===== config.mk =====
export PLATFORM = sky130hd
export DESIGN_NAME = cond_code_unit
export DESIGN_NICKNAME = d
export VERILOG_FILES = /design/src/rtl/cond_code_unit.sv
export SDC_FILE = /design/constraint.sdc
export NUM_CORES = 1
export LEC_CHECK = 0
export ABC_AREA = 1
export CAP_MARGIN = 5
export CORE_UTILIZATION = 43
export CTS_CLUSTER_DIAMETER = 200
export CTS_CLUSTER_SIZE = 16
export DETAILED_ROUTE_END_ITERATION = 12
export HOLD_SLACK_MARGIN = 0.12
export PLACE_DENSITY = 0.76
export SYNTH_ARGS = -nofsm -noshare
export SYNTH_HDL_FRONTEND = slang
export SYNTH_SLANG_ARGS = --single-unit

===== constraint.sdc =====
create_clock -name clk -period 1.3 [get_ports clk]
set_input_delay 0.39 -clock clk [delete_from_list [all_inputs] [get_ports clk]]
set_output_delay 0.39 -clock clk [all_outputs]
set_load 0.02 [all_outputs]

===== src/rtl/cond_code_unit.sv =====
// Condition-code unit: holds the ALU status flags {N,Z,C,V}, returns C as Cin,
// and resolves instruction condition fields through a request/ack FSM.
module cond_code_unit #(
  parameter logic [3:0] FLAGS_RST   = 4'b0000,
  parameter int         ACK_TIMEOUT = 16,
  parameter int         CNT_W       = 5
) (
  input  logic       clk,
  input  logic       reset,
  input  logic       alu_c,
  input  logic       alu_n,
  input  logic       alu_v,
  input  logic       alu_z,
  input  logic       s_bit,
  input  logic [3:0] cond,
  input  logic       eval_req,
  input  logic       branch_ack,
  output logic       cin,
  output logic [3:0] flags,
  output logic       cond_true,
  output logic       eval_done,
  output logic       branch_valid,
  output logic       timeout_err,
  output logic       busy
);

  typedef enum logic [1:0] {IDLE, EVAL, WAIT_ACK} state_t;

  localparam bit             TIMEOUT_EN = (ACK_TIMEOUT != 0);
  localparam logic [CNT_W-1:0] CNT_LAST =
    CNT_W'((ACK_TIMEOUT == 0) ? 0 : ACK_TIMEOUT - 1);

  state_t           state, state_nxt;
  logic [3:0]       cond_q, cond_nxt;
  logic [CNT_W-1:0] cnt, cnt_nxt;
  logic             ct_nxt, done_nxt, bv_nxt, te_nxt;
  logic             dec;

  function automatic logic decode(input logic [3:0] c, input logic [3:0] f);
    logic n, z, cy, v;
    {n, z, cy, v} = f;
    case (c)
      4'd0:    decode = z;
      4'd1:    decode = !z;
      4'd2:    decode = cy;
      4'd3:    decode = !cy;
      4'd4:    decode = n;
      4'd5:    decode = !n;
      4'd6:    decode = v;
      4'd7:    decode = !v;
      4'd8:    decode = cy & !z;
      4'd9:    decode = !cy | z;
      4'd10:   decode = (n == v);
      4'd11:   decode = (n != v);
      4'd12:   decode = !z & (n == v);
      4'd13:   decode = z | (n != v);
      4'd14:   decode = 1'b1;
      default: decode = 1'b0;
    endcase
  endfunction

  // Status register is written by s_bit regardless of FSM state.
  always_ff @(posedge clk or posedge reset) begin
    if (reset)      flags <= FLAGS_RST;
    else if (s_bit) flags <= {alu_n, alu_z, alu_c, alu_v};
  end

  assign cin  = flags[1];
  assign busy = (state != IDLE);
  assign dec  = decode(cond_q, flags);

  always_comb begin
    state_nxt = state;
    cond_nxt  = cond_q;
    cnt_nxt   = cnt;
    ct_nxt    = cond_true;
    done_nxt  = 1'b0;
    bv_nxt    = branch_valid;
    te_nxt    = 1'b0;
    case (state)
      IDLE: begin
        if (eval_req) begin
          cond_nxt  = cond;
          state_nxt = EVAL;
        end
      end
      EVAL: begin
        ct_nxt   = dec;
        done_nxt = 1'b1;
        if (dec) begin
          bv_nxt    = 1'b1;
          cnt_nxt   = '0;
          state_nxt = WAIT_ACK;
        end else begin
          state_nxt = IDLE;
        end
      end
      WAIT_ACK: begin
        cnt_nxt = cnt + 1'b1;
        // Ack takes priority over a coincident timeout.
        if (branch_ack) begin
          bv_nxt    = 1'b0;
          state_nxt = IDLE;
        end else if (TIMEOUT_EN && cnt == CNT_LAST) begin
          bv_nxt    = 1'b0;
          te_nxt    = 1'b1;
          state_nxt = IDLE;
        end
      end
      default: state_nxt = IDLE;
    endcase
  end

  always_ff @(posedge clk or posedge reset) begin
    if (reset) begin
      state        <= IDLE;
      cond_q       <= '0;
      cnt          <= '0;
      cond_true    <= 1'b0;
      eval_done    <= 1'b0;
      branch_valid <= 1'b0;
      timeout_err  <= 1'b0;
    end else begin
      state        <= state_nxt;
      cond_q       <= cond_nxt;
      cnt          <= cnt_nxt;
      cond_true    <= ct_nxt;
      eval_done    <= done_nxt;
      branch_valid <= bv_nxt;
      timeout_err  <= te_nxt;
    end
  end

endmodule

=== Yosys cells after proc, flatten, opt, wreduce, memory -nomap -nowiden ===
Cells that the tools add are included.

* Logic and storage cells: 63
* Register bits after elaboration: 19
* Input bits: 13

* Reduce and logical (&&, ||, !) cells: 12
* Bitwise logic cells: 4
* Equality and inequality tests: 22
* Add/subtract/negate cells: 1
* Multiplexer cells: 16

{| class="wikitable"
|+ Operators with widths
! kind !! count
|-
| $eq A4 B4 Y1 const B || 7
|-
| $eq A4 B3 Y1 const B || 4
|-
| $pmux W1 S15 || 1
|-
| $pmux W5 S2 || 1
|-
| $eq A4 B2 Y1 const B || 2
|-
| $mux W2 || 4
|-
| $mux W1 || 7
|-
| $pmux W2 S3 || 1
|-
| $reduce_and A2 Y1 || 3
|-
| $add A5 B1 Y5 const B || 1
|-
| $eq A5 B4 Y1 const B || 1
|-
| $mux W5 || 1
|-
| $eq A4 B1 Y1 const B || 1
|-
| $logic_not A1 Y1 || 4
|-
| $logic_not A4 Y1 || 1
|-
| $ne A2 B2 Y1 const B || 2
|-
| $reduce_bool A2 Y1 || 2
|-
| $ne A3 B3 Y1 const B || 1
|-
| $reduce_and A3 Y1 || 1
|-
| $and A1 B1 Y1 || 2
|-
| $eq A2 B1 Y1 const B || 1
|-
| $eq A2 B2 Y1 const B || 1
|-
| $logic_not A2 Y1 || 1
|-
| $or A1 B1 Y1 || 2
|-
| 3 further kinds || 3
|}

=== Logic depth before layout (Yosys ltp) ===
* Word-level depth: 5
* Depth in mapped cells: 11
* Mapped depth without buffers: 11

=== Worst setup path after synthesis ===
OpenSTA, ideal clock, no wires.

* Path kind: reg-to-reg
* From: register cnt[0]
* To: register cnt[4]
* Path slack: -120 ps
* Arrival time: 1355 ps
* Library setup time: 65 ps
* Cell stages (with the launch flop): 6
* Buffers on the path: 0
* Required time: 1235 ps
* Cells stage by stage: dfrtp_1 ha_1 and3_1 ha_1 or2_2 nand2_1

* Cells in the longest elaborated chain, start to end: 2

{| class="wikitable"
|+ Ends and longest elaborated chain
! item !! RTL line !! text
|-
| start: declaration || 35 || <nowiki>logic [CNT_W-1:0] cnt, cnt_nxt;</nowiki>
|-
| start signal: assignment || 126 || <nowiki>cnt <= cnt_nxt;</nowiki>
|-
| $add A5 B1 Y5 || 99 || <nowiki>cnt_nxt = cnt + 1'b1;</nowiki>
|-
| $pmux W5 S2 || 80 || <nowiki>case (state)</nowiki>
|}

No other way between the ends.
A chain may end at the register's enable or synchronous reset.

=== Worst setup path after layout ===
* From: register state[0]
* To: output port busy

* Cells in the longest elaborated chain, start to end: 1

{| class="wikitable"
|+ Ends and longest elaborated chain
! item !! RTL line !! text
|-
| start: declaration || 33 || <nowiki>state_t state, state_nxt;</nowiki>
|-
| start signal: assignment || 124 || <nowiki>state <= state_nxt;</nowiki>
|-
| $reduce_bool A2 Y1 || 69 || <nowiki>assign busy = (state != IDLE);</nowiki>
|-
| end: declaration || 24 || <nowiki>output logic busy</nowiki>
|}

No other way between the ends.

==> flow_metrics.env <==
export IMPL_crit_chain="nor2_2 -> inv_1 -> buf_6"
export IMPL_cts_inserted_buffers=3
export IMPL_path_max_fanout=2
export IMPL_layout_nets=186
export IMPL_max_stage_delay_ns=0.40
export IMPL_hold_viol=0
export IMPL_globalRouteTotalUtil_pct=20.5
export IMPL_rsz0062_at_grt="true"
export IMPL_die_area_um2=2490
export IMPL_synth_top_cell_area_share_pct=48.3
export IMPL_syn_inst=128
export IMPL_die_x_um=49.9
export IMPL_max_freq_mhz=711
export IMPL_peakVddDrop_v=0.00139
export IMPL_required_ns=0.91
export IMPL_drive_gt1_share_pct=37.1
export IMPL_netlist_area_um2=985
export IMPL_timing_final_ws_setup_ns=-0.107
export IMPL_rows=16
export IMPL_clkTransAtPathRegs_ns=0.10
export IMPL_hold_class="in -> async"
export IMPL_grt_pass1_wl_mm=3.89
export IMPL_cp_data_arrival_time_ns=1.02
export IMPL_synth_largest_area_cell="dfrtp_1"
export IMPL_tritoncts="built"
export IMPL_critPathLaunchType="flop"
export IMPL_syn2layout_area_growth_pct=47.0
export IMPL_grt_max_degree=20
export IMPL_power_density_nw_per_um2=1720
export IMPL_place_congestion=0.851
export IMPL_avgSynthCellArea_um2=7.69
export IMPL_drt_iter0_drc=18
export IMPL_synth_net_count=143
export IMPL_ys_seq_elements=19
export IMPL_setup_viol=9
export IMPL_fin_skew_ns=0.00244
export IMPL_vias=956
export IMPL_relSlewSlack_pct=83.0
export IMPL_setup_worst_path_end_class="output pin"
export IMPL_period_needed_ns=1.41
export IMPL_drcViolationCount=0
export IMPL_fillers=171
export IMPL_slew_viol_final=0
export IMPL_status="complete, but fails checks"
export IMPL_grt_pass1_vias=912
export IMPL_hold_ws_ns=0.404
export IMPL_cp_num_buf_inv=2
export IMPL_ys_seq_area_share_pct=48.3
export IMPL_worst_pin_slew_ns=0.254
export IMPL_yosys_warnings=0
export IMPL_via_per_inst=4.85
export IMPL_place_hpwl_mm=1.65
export IMPL_die_h_um=49.9
export IMPL_initial_core_util_pct=47.8
export IMPL_slowest_stage="dfrtp_1"
export IMPL_core_area_um2=2060
export IMPL_numPortBuffers=22
export IMPL_cts_hold_buf=0
export IMPL_cts_sinks=19
export IMPL_wl_per_cell_um=11.4
export IMPL_synthTopCellsByArea="dfrtp_1 48%, nand2_1 15%, o21ai_0 6.1%"
export IMPL_antenna_found_initial=0
export IMPL_dp_cells=191
export IMPL_detail_route_antenna_nets=0
export IMPL_io_pins=23
export IMPL_root_buffer="clkbuf_4"
export IMPL_cts_htree_levels=1
export IMPL_violations="negative setup slack"
export IMPL_fin_crit_sh_pct=108
export IMPL_post_route_util_pct=70.2
export IMPL_overflow=0
export IMPL_p_leak_nw=0.742
export IMPL_drv_cap=0
export IMPL_cts_buffer_depth=2
export IMPL_antenna_cells=0
export IMPL_layoutNonFillerInstCount=197
export IMPL_drt_total_wl_mm=2.24
export IMPL_firstDrtPassIters=4
export IMPL_crit_type="reg -> out"
export IMPL_synth_cell_types=20
export IMPL_crit_family="flip-flops"
export IMPL_worstSkewPairLatency_ns=0.29
## worst paths after layout
kind	end	cells after the start	slack, ns	start
worst max-delay path	busy	3	-0.11	state[0]
worst min-delay path	cnt[0]	3	0.40	reset
worst max register to register	cnt[1]	11	-0.08	flags[3]
worst min register to register	cond_true	2	0.51	cond_true
max in group asynchronous	flags[3]	3	0.76	reset
min in group clk	cond_true	2	0.51	cond_true
## registers in the layout (all words and copies together) (netlist names)
name	count
eval_done	1
cond_true	1
flags	4
timeout_err	1
cond_q	4
branch_valid	1
state	2
cnt	5
## kinds of logic (layout without fill, tap and decap cells)
family	count (synthesis)	after routing	synth area share, %
AOI/OAI and AO/OA	15	15	8.01
and+or+nand+nor	73	73	33.5
DFF	19	19	48.3
buffers and inverters	19	61	7.62
adders and majority gates	2	2	2.54
## per-layer routing
| metal | part of all wire [%] | GRT usage (%) | wire [um] | vias to the layer above |
|---|---|---|---|---|
| li1 | - | - | - | 490 |
| met1 | 44 | 24.2 | 981 | 454 |
| met2 | 54 | 38.5 | 1200 | 10 |
| met3 | 1.8 | 3.09 | 41 | 2 |
| met4 | 0.71 | 4.29 | 16 | 0 |
| met5 | 0 | 0 | 0 | - |
## placed cells by master, fill, tap and decap left out, types with 2 or more instances in the layout
cell type / n
buf_2: 8
dfrtp_1: 16
clkinv_1: 2
nor2_1: 7
inv_2: 4
o21ai_0: 11
nand3_2: 7
a21oi_1: 2
dfrtp_2: 3
nand2_1: 36
clkdlybuf4s50_1: 12
clkbuf_4: 3
nand2_2: 5
buf_4: 15
or2_2: 2
nand3_1: 5
buf_6: 3
inv_1: 12
nor2_2: 3
## power breakdown
group / total [mW] / leakage, nW / switching (mW) / internal (mW)
combinational: 1.30 / 0.488 / 0.756 / 0.541
clock: 0.289 / 0.0150 / 0.170 / 0.119
sequential: 0.904 / 0.239 / 0.143 / 0.761
## per-stage QoR
step | setup TNS, ns | setup slack, ns | instance area (um2) | total power [mW]
2_1_floorplan | -0.0178 | -0.0178 | 998 | 1.61
3_3_place_gp | -0.679 | -0.159 | 1370 | 2.06
3_5_place_dp | -1.22 | -0.186 | 1370 | 2.10
4_1_cts | -0.493 | -0.103 | 1440 | 2.46
5_1_grt | -1.42 | -0.172 | 1450 | 2.68
6_report | -0.628 | -0.107 | 1450 | 2.49
## synth_stat cells, drive strengths merged
master	number
a21oi	3
and3	1
buf	1
clkinv	2
dfrtp	19
ha	2
inv	16
nand2	42
nand3	12
nand4	1
nor2	11
nor3	2
nor3b	1
o21ai	12
or2	3
## repair_timing
action,in CTS,in global routing
gates resized for setup,59,6
endpoints found under the setup margin,18,15
buffers inserted,2,0
pin swaps,6,3
## worst min-delay path, delay by kind of cell
kind | cells | cell delay [ns]
buffers and inverters | 3 | 0.66
## area by class of cell
class	count	area (um2)	share of cell area, %
Inverter	18	67.6	4.67
Tap cell	27	33.8	2.33
Clock buffer	4	26.3	1.82
Timing Repair Buffer	39	327	22.6
Sequential cell	19	479	33.1
Multi-Input combinational cell	90	514	35.5
(Power assumes the default switching activity.)
